<file path="config.mk">
export PLATFORM = sky130hd
export DESIGN_NAME = mult_arbiter
export DESIGN_NICKNAME = d
export VERILOG_FILES = /design/src/rtl/mult_pkg.sv /design/src/rtl/rr_picker.sv /design/src/rtl/mult_arbiter.sv
export SDC_FILE = /design/constraint.sdc
export NUM_CORES = 1
export LEC_CHECK = 0
export ABC_AREA = 0
export ABC_CLOCK_PERIOD_IN_PS = 2100
export CORE_MARGIN = 10
export CORE_UTILIZATION = 43
export CTS_BUF_LIST = sky130_fd_sc_hd__clkbuf_2
export DETAILED_ROUTE_END_ITERATION = 7
export HOLD_SLACK_MARGIN = 0.05
export MAX_ROUTING_LAYER = met4
export PLACE_DENSITY = 0.83
export SLEW_MARGIN = 10
export SYNTH_ARGS = -nofsm -noshare
export SYNTH_HDL_FRONTEND = slang
export SYNTH_SLANG_ARGS = --single-unit
</file>
<file path="constraint.sdc">
create_clock -name clk_i -period 2.1 [get_ports clk_i]
set_clock_uncertainty 0.2 [all_clocks]
set_input_delay 0.525 -clock clk_i [delete_from_list [all_inputs] [get_ports clk_i]]
set_output_delay 0.525 -clock clk_i [all_outputs]
set_load 0.1 [all_outputs]
</file>
<file path="src/rtl/mult_pkg.sv">
// Shared definitions for the multiplier arbiter: FSM state encoding and the
// number of idle cycles tolerated before a start strobe is repeated.
package mult_pkg;

    typedef enum logic [2:0] {
        ST_IDLE      = 3'd0,
        ST_ISSUE     = 3'd1,
        ST_WAIT_BUSY = 3'd2,
        ST_WAIT_DONE = 3'd3,
        ST_DELIVER   = 3'd4
    } mult_state_t;

    localparam int unsigned TIMEOUT_CYC = 4;
    localparam int          TO_W        = 3;

endpackage

</file>
<file path="src/rtl/rr_picker.sv">
// Combinational round-robin winner selection: searches upward from ptr+1
// (wrapping) and returns the first requester found as one-hot plus index.
module rr_picker #(
    parameter int N_REQ = 4,
    parameter int ID_W  = 2
) (
    input  logic [N_REQ-1:0] req,
    input  logic [ID_W-1:0]  ptr,
    output logic [N_REQ-1:0] gnt,
    output logic [ID_W-1:0]  idx,
    output logic             found
);

    localparam logic [N_REQ-1:0] ONE = {{(N_REQ-1){1'b0}}, 1'b1};

    logic [ID_W-1:0] cand_s;

    // Walk from the farthest candidate to the nearest so the nearest hit wins.
    always_comb begin
        found  = 1'b0;
        idx    = '0;
        cand_s = '0;
        for (int off = N_REQ; off >= 1; off--) begin
            cand_s = ID_W'((int'(ptr) + off) % N_REQ);
            idx    = req[cand_s] ? cand_s : idx;
            found  = found | req[cand_s];
        end
        gnt = found ? (ONE << idx) : '0;
    end

endmodule

</file>
<file path="src/rtl/mult_arbiter.sv">
// Arbitrates N_REQ requesters onto one shared 8x8 sequential multiplier,
// one operation in flight, results tagged with the owning requester ID.
module mult_arbiter
    import mult_pkg::*;
#(
    parameter int N_REQ = 4,
    parameter int ID_W  = 2
) (
    input  logic               clk_i,
    input  logic               rstn_i,
    input  logic [N_REQ-1:0]   req_i,
    input  logic [N_REQ*8-1:0] a_bi,
    input  logic [N_REQ*8-1:0] b_bi,
    output logic [N_REQ-1:0]   gnt_o,
    output logic               res_valid_o,
    output logic [ID_W-1:0]    res_id_o,
    output logic [15:0]        res_y_bo,
    output logic               busy_o,
    output logic               mult_start_o,
    output logic [7:0]         mult_a_bo,
    output logic [7:0]         mult_b_bo,
    input  logic               mult_busy_i,
    input  logic [15:0]        mult_y_bi
);

    mult_state_t       state_r;
    logic [ID_W-1:0]   id_r;
    logic [ID_W-1:0]   last_r;
    logic [TO_W-1:0]   to_cnt_r;
    logic [N_REQ-1:0]  gnt_r;
    logic              res_valid_r;
    logic [ID_W-1:0]   res_id_r;
    logic [15:0]       res_y_r;
    logic              busy_r;
    logic              start_r;
    logic [7:0]        a_r;
    logic [7:0]        b_r;

    logic [N_REQ-1:0]  pick_gnt_s;
    logic [ID_W-1:0]   pick_idx_s;
    logic              pick_found_s;
    logic [7:0]        a_arr_s [N_REQ];
    logic [7:0]        b_arr_s [N_REQ];

    for (genvar k = 0; k < N_REQ; k++) begin : g_slice
        assign a_arr_s[k] = a_bi[k*8 +: 8];
        assign b_arr_s[k] = b_bi[k*8 +: 8];
    end

    rr_picker #(
        .N_REQ (N_REQ),
        .ID_W  (ID_W)
    ) u_picker (
        .req   (req_i),
        .ptr   (last_r),
        .gnt   (pick_gnt_s),
        .idx   (pick_idx_s),
        .found (pick_found_s)
    );

    // Control FSM; every output is a register so pulses are glitch-free.
    always_ff @(posedge clk_i or negedge rstn_i) begin
        if (!rstn_i) begin
            state_r     <= ST_IDLE;
            id_r        <= '0;
            last_r      <= ID_W'(N_REQ - 1);
            to_cnt_r    <= '0;
            gnt_r       <= '0;
            res_valid_r <= 1'b0;
            res_id_r    <= '0;
            res_y_r     <= 16'd0;
            busy_r      <= 1'b0;
            start_r     <= 1'b0;
            a_r         <= 8'd0;
            b_r         <= 8'd0;
        end else begin
            gnt_r       <= '0;
            start_r     <= 1'b0;
            res_valid_r <= 1'b0;
            case (state_r)
                ST_IDLE: begin
                    // A multiplier still busy from a discarded job blocks issue.
                    if (pick_found_s && !mult_busy_i) begin
                        gnt_r   <= pick_gnt_s;
                        id_r    <= pick_idx_s;
                        a_r     <= a_arr_s[pick_idx_s];
                        b_r     <= b_arr_s[pick_idx_s];
                        state_r <= ST_ISSUE;
                        busy_r  <= 1'b1;
                    end else begin
                        state_r <= ST_IDLE;
                        busy_r  <= 1'b0;
                    end
                end
                ST_ISSUE: begin
                    start_r  <= 1'b1;
                    to_cnt_r <= '0;
                    state_r  <= ST_WAIT_BUSY;
                    busy_r   <= 1'b1;
                end
                ST_WAIT_BUSY: begin
                    busy_r <= 1'b1;
                    if (mult_busy_i) begin
                        state_r <= ST_WAIT_DONE;
                    end else if (to_cnt_r == TO_W'(TIMEOUT_CYC - 1)) begin
                        state_r <= ST_ISSUE;
                    end else begin
                        to_cnt_r <= to_cnt_r + TO_W'(1);
                    end
                end
                ST_WAIT_DONE: begin
                    busy_r <= 1'b1;
                    if (!mult_busy_i) begin
                        res_y_r     <= mult_y_bi;
                        res_valid_r <= 1'b1;
                        res_id_r    <= id_r;
                        state_r     <= ST_DELIVER;
                    end else begin
                        state_r <= ST_WAIT_DONE;
                    end
                end
                ST_DELIVER: begin
                    last_r  <= id_r;
                    state_r <= ST_IDLE;
                    busy_r  <= 1'b0;
                end
                default: begin
                    state_r <= ST_IDLE;
                    busy_r  <= 1'b0;
                end
            endcase
        end
    end

    assign gnt_o        = gnt_r;
    assign res_valid_o  = res_valid_r;
    assign res_id_o     = res_id_r;
    assign res_y_bo     = res_y_r;
    assign busy_o       = busy_r;
    assign mult_start_o = start_r;
    assign mult_a_bo    = a_r;
    assign mult_b_bo    = b_r;

endmodule

</file>
==> results.ini <==
[outcome]
status = completed

[logic_synthesis]
synth_fp_nets = 331
synth-edff-count = 0
synth.avg_cell_area_sq_um = 11.3
yosysWarnings = 0
synth.cell_area_sq_um = 2720
async_flop_share_pct = 100
yosys.cell_types.count = 41
synth_seq_area_share_pct = 47.0
syn_inst = 242
ys_ff_latch = 51
synth_ff_type = dfrtp_1

[global_route]
groute.usage.overall_pct = 18.2
grt_max_degree = 20
antenna_found_initial = 0
overflow = 0
grt_pass1_wl_um = 14500
grt_pass1_vias = 2725

[sta]
relSlewSlack_pct = 67.8
min_period_ns = 2.01
drv_slew = 0
tightest_slew_ns = 0.483
finalCritPeriodShare_pct = 95.7
hold_viol = 0
fmax_mhz = 498
rsz0062_at_grt = no
setup_violations = 0

[place]
dpl.cell_count = 451
portBuffers = 127
place_congestion = 0.850
post-dp-hpwl_um = 7360

[floorplanning]
core_area_sq_um = 6030
die_area_sq_um = 9910
die_h_um = 99.6
start_util_pct = 45.2
ios = 128
die_x_um = 99.6
rows = 28

[routing]
drt_first_pass_iters = 5
drt_iter0_markers = 147
drc = 0
wire_per_inst_um = 19.6
vias = 2569
wirelength_um = 9040
vias_per_cell = 5.57
ant_nets = 0

[clock_network]
clkLatencyLatePin_ns = 0.43
root_buffer = clkbuf_2
ctsLongestPathBuffers = 2
cts_buffers = 5
clk_pin_slew_ns = 0.26
cts_sinks = 51
htreeDepth = 2
tritoncts = done

[flow_run]
drv_cap = 0

[worst_setup_path]
start_kind = flip-flop
worst_setup_path_end_kind = flip-flop
cp.required_ns = 2.24
path_class = flip-flop to flip-flop
path_max_fanout = 17
arrival_ns = 2.15

[pwr]
p_clk_share_pct = 5.0
swShare_pct = 53.7
p_int_mw = 3.80
power_frac_seq_pct = 23.0
p_leak_nw = 2.05
p_switching_mw = 4.40
power_density_nw_per_um2 = 1740
totalPowerFinal_mw = 8.20
p_comb_share_pct = 72.0
vdd.ir_drop.worst_uv = 1470

[layout]
num_antenna_cells = 0
final_cells = 461
finalNetCount = 474
final_common_cell = clkdlybuf4s50_1
layout-drive-gt1-share_pct = 29.5
areaGrowthSynthToFinish_pct = 72.9
layout_common_cells = clkdlybuf4s50_1, dfrtp_1, buf_12

[hold_path]
hold_path_class = input pin to asynchronous set/reset pin

-- layout make-up --
type                            count  area, sq um
Clock buffer                        5         25.0
Clock inverter                      3         18.8
Fill cell                         371         1320
Inverter                            2         7.51
Multi-Input combinational cell    172         1350
Sequential cell                    51         1280
Tap cell                           75         93.8
Timing Repair Buffer              153         1930
-- metal layers --
layer	wire, um	GRT usage, %	vias up
met1	3610	20.7	1216
met2	4460	30.8	137
met5	0	-	-
li1	-	-	1193
met4	187	3.75	0
met3	781	5.81	23
-- path summary, 6_finish.rpt --
| check | depth (start not counted) | slack [ns] | start | end |
|---|---|---|---|---|
| min in group clk_i | 1 | 0.33 | to_cnt_r[0]$_DFFE_PN0P_ | to_cnt_r[0]$_DFFE_PN0P_ |
| setup reg to reg | 6 | 0.09 | last_r[0]$_DFFE_PN1N_ | mult_b_bo[1]$_DFFE_PN0P_ |
| hold reg to reg | 1 | 0.33 | to_cnt_r[0]$_DFFE_PN0P_ | to_cnt_r[0]$_DFFE_PN0P_ |
| setup / recovery | 6 | 0.09 | last_r[0]$_DFFE_PN1N_ | mult_b_bo[1]$_DFFE_PN0P_ |
| max in group asynchronous | 3 | 0.78 | rstn_i | res_y_bo[4]$_DFFE_PN0P_ |
| hold / removal | 2 | 0.33 | rstn_i | mult_a_bo[1]$_DFFE_PN0P_ |
-- stage by stage --
| stage | util (%) | hold slack (ns) | setup TNS, ns | setup slack [ns] | cell area [sq um] |
|---|---|---|---|---|---|
| 6_report | 78.1 | 0.333 | 0 | 0.0905 | 4710 |
| 3_3_place_gp | 76.9 | 0.281 | -11.87 | -0.392 | 4630 |
| 4_1_cts | 77.8 | 0.325 | 0 | 0.0254 | 4690 |
| 5_1_grt | 78.1 | 0.313 | 0 | 0.0247 | 4710 |
| 2_1_floorplan | - | 0.0294 | 0 | 0.0892 | 2720 |
| 3_5_place_dp | 76.9 | 0.292 | -15.16 | -0.473 | 4630 |
-- cells in the mapped netlist (all sizes together), types with 3 or more instances --
master,instances,area [sq um]
o21ai,21,105
and4,16,140
nor2b,3,18.8
mux2,20,225
nand2,25,93.8
dfrtp,49,1230
nand3,3,15.0
mux2i,16,160
and2,3,18.8
a21oi,5,40.0
o21a,3,22.5
nor2,7,33.8
o31a,16,140
o211ai,16,155
buf,10,67.6
clkbuf,7,27.5
-- registers in the layout, indices dropped and copies added (netlist names) --
| name | count |
|---|---|
| gnt_o | 4 |
| id_r | 2 |
| mult_b_bo | 8 |
| busy_o | 1 |
| to_cnt_r | 3 |
| res_valid_o | 1 |
| mult_a_bo | 8 |
| state_r | 3 |
| res_y_bo | 16 |
| mult_start_o | 1 |
| last_r | 2 |
| res_id_o | 2 |
-- power groups by stage --
stage          combinational, mW  sequential (mW)  clock, mW
3_5_place_dp                5.89             1.92          0
6_report                    5.90             1.89      0.409
5_1_grt                     6.12             1.94      0.462
2_1_floorplan               1.25             4.17          0
3_3_place_gp                5.80             1.88          0
4_1_cts                     5.90             1.90      0.418
-- worst max-delay path, stage by stage (launching register included) --
cell and delay (ns):
dfstp_2 0.61, nor2b_1 0.07, o21a_1 0.22, buf_4 0.21, o31a_1 0.29, o21ai_0 0.19, o211ai_1 0.12
-- cell families after synthesis --
family | count (synthesis) | share of synthesized area (%)
AO/OA/AOI/OAI | 64 | 17.8
multiplexers | 36 | 14.2
adder cells (fa/ha/maj) | 2 | 0.919
AND/OR/NAND/NOR | 70 | 16.4
buffers and inverters | 19 | 3.77
flip-flops | 51 | 47.0
-- repair_timing --
action                                  CTS  global route
endpoints found under the setup margin    0            13
setup buffers                             0             1
gates resized for setup                   0             7
hold buffers                              1             0
endpoints found under the hold margin    17             0
Power figures use the tool's default switching activity.
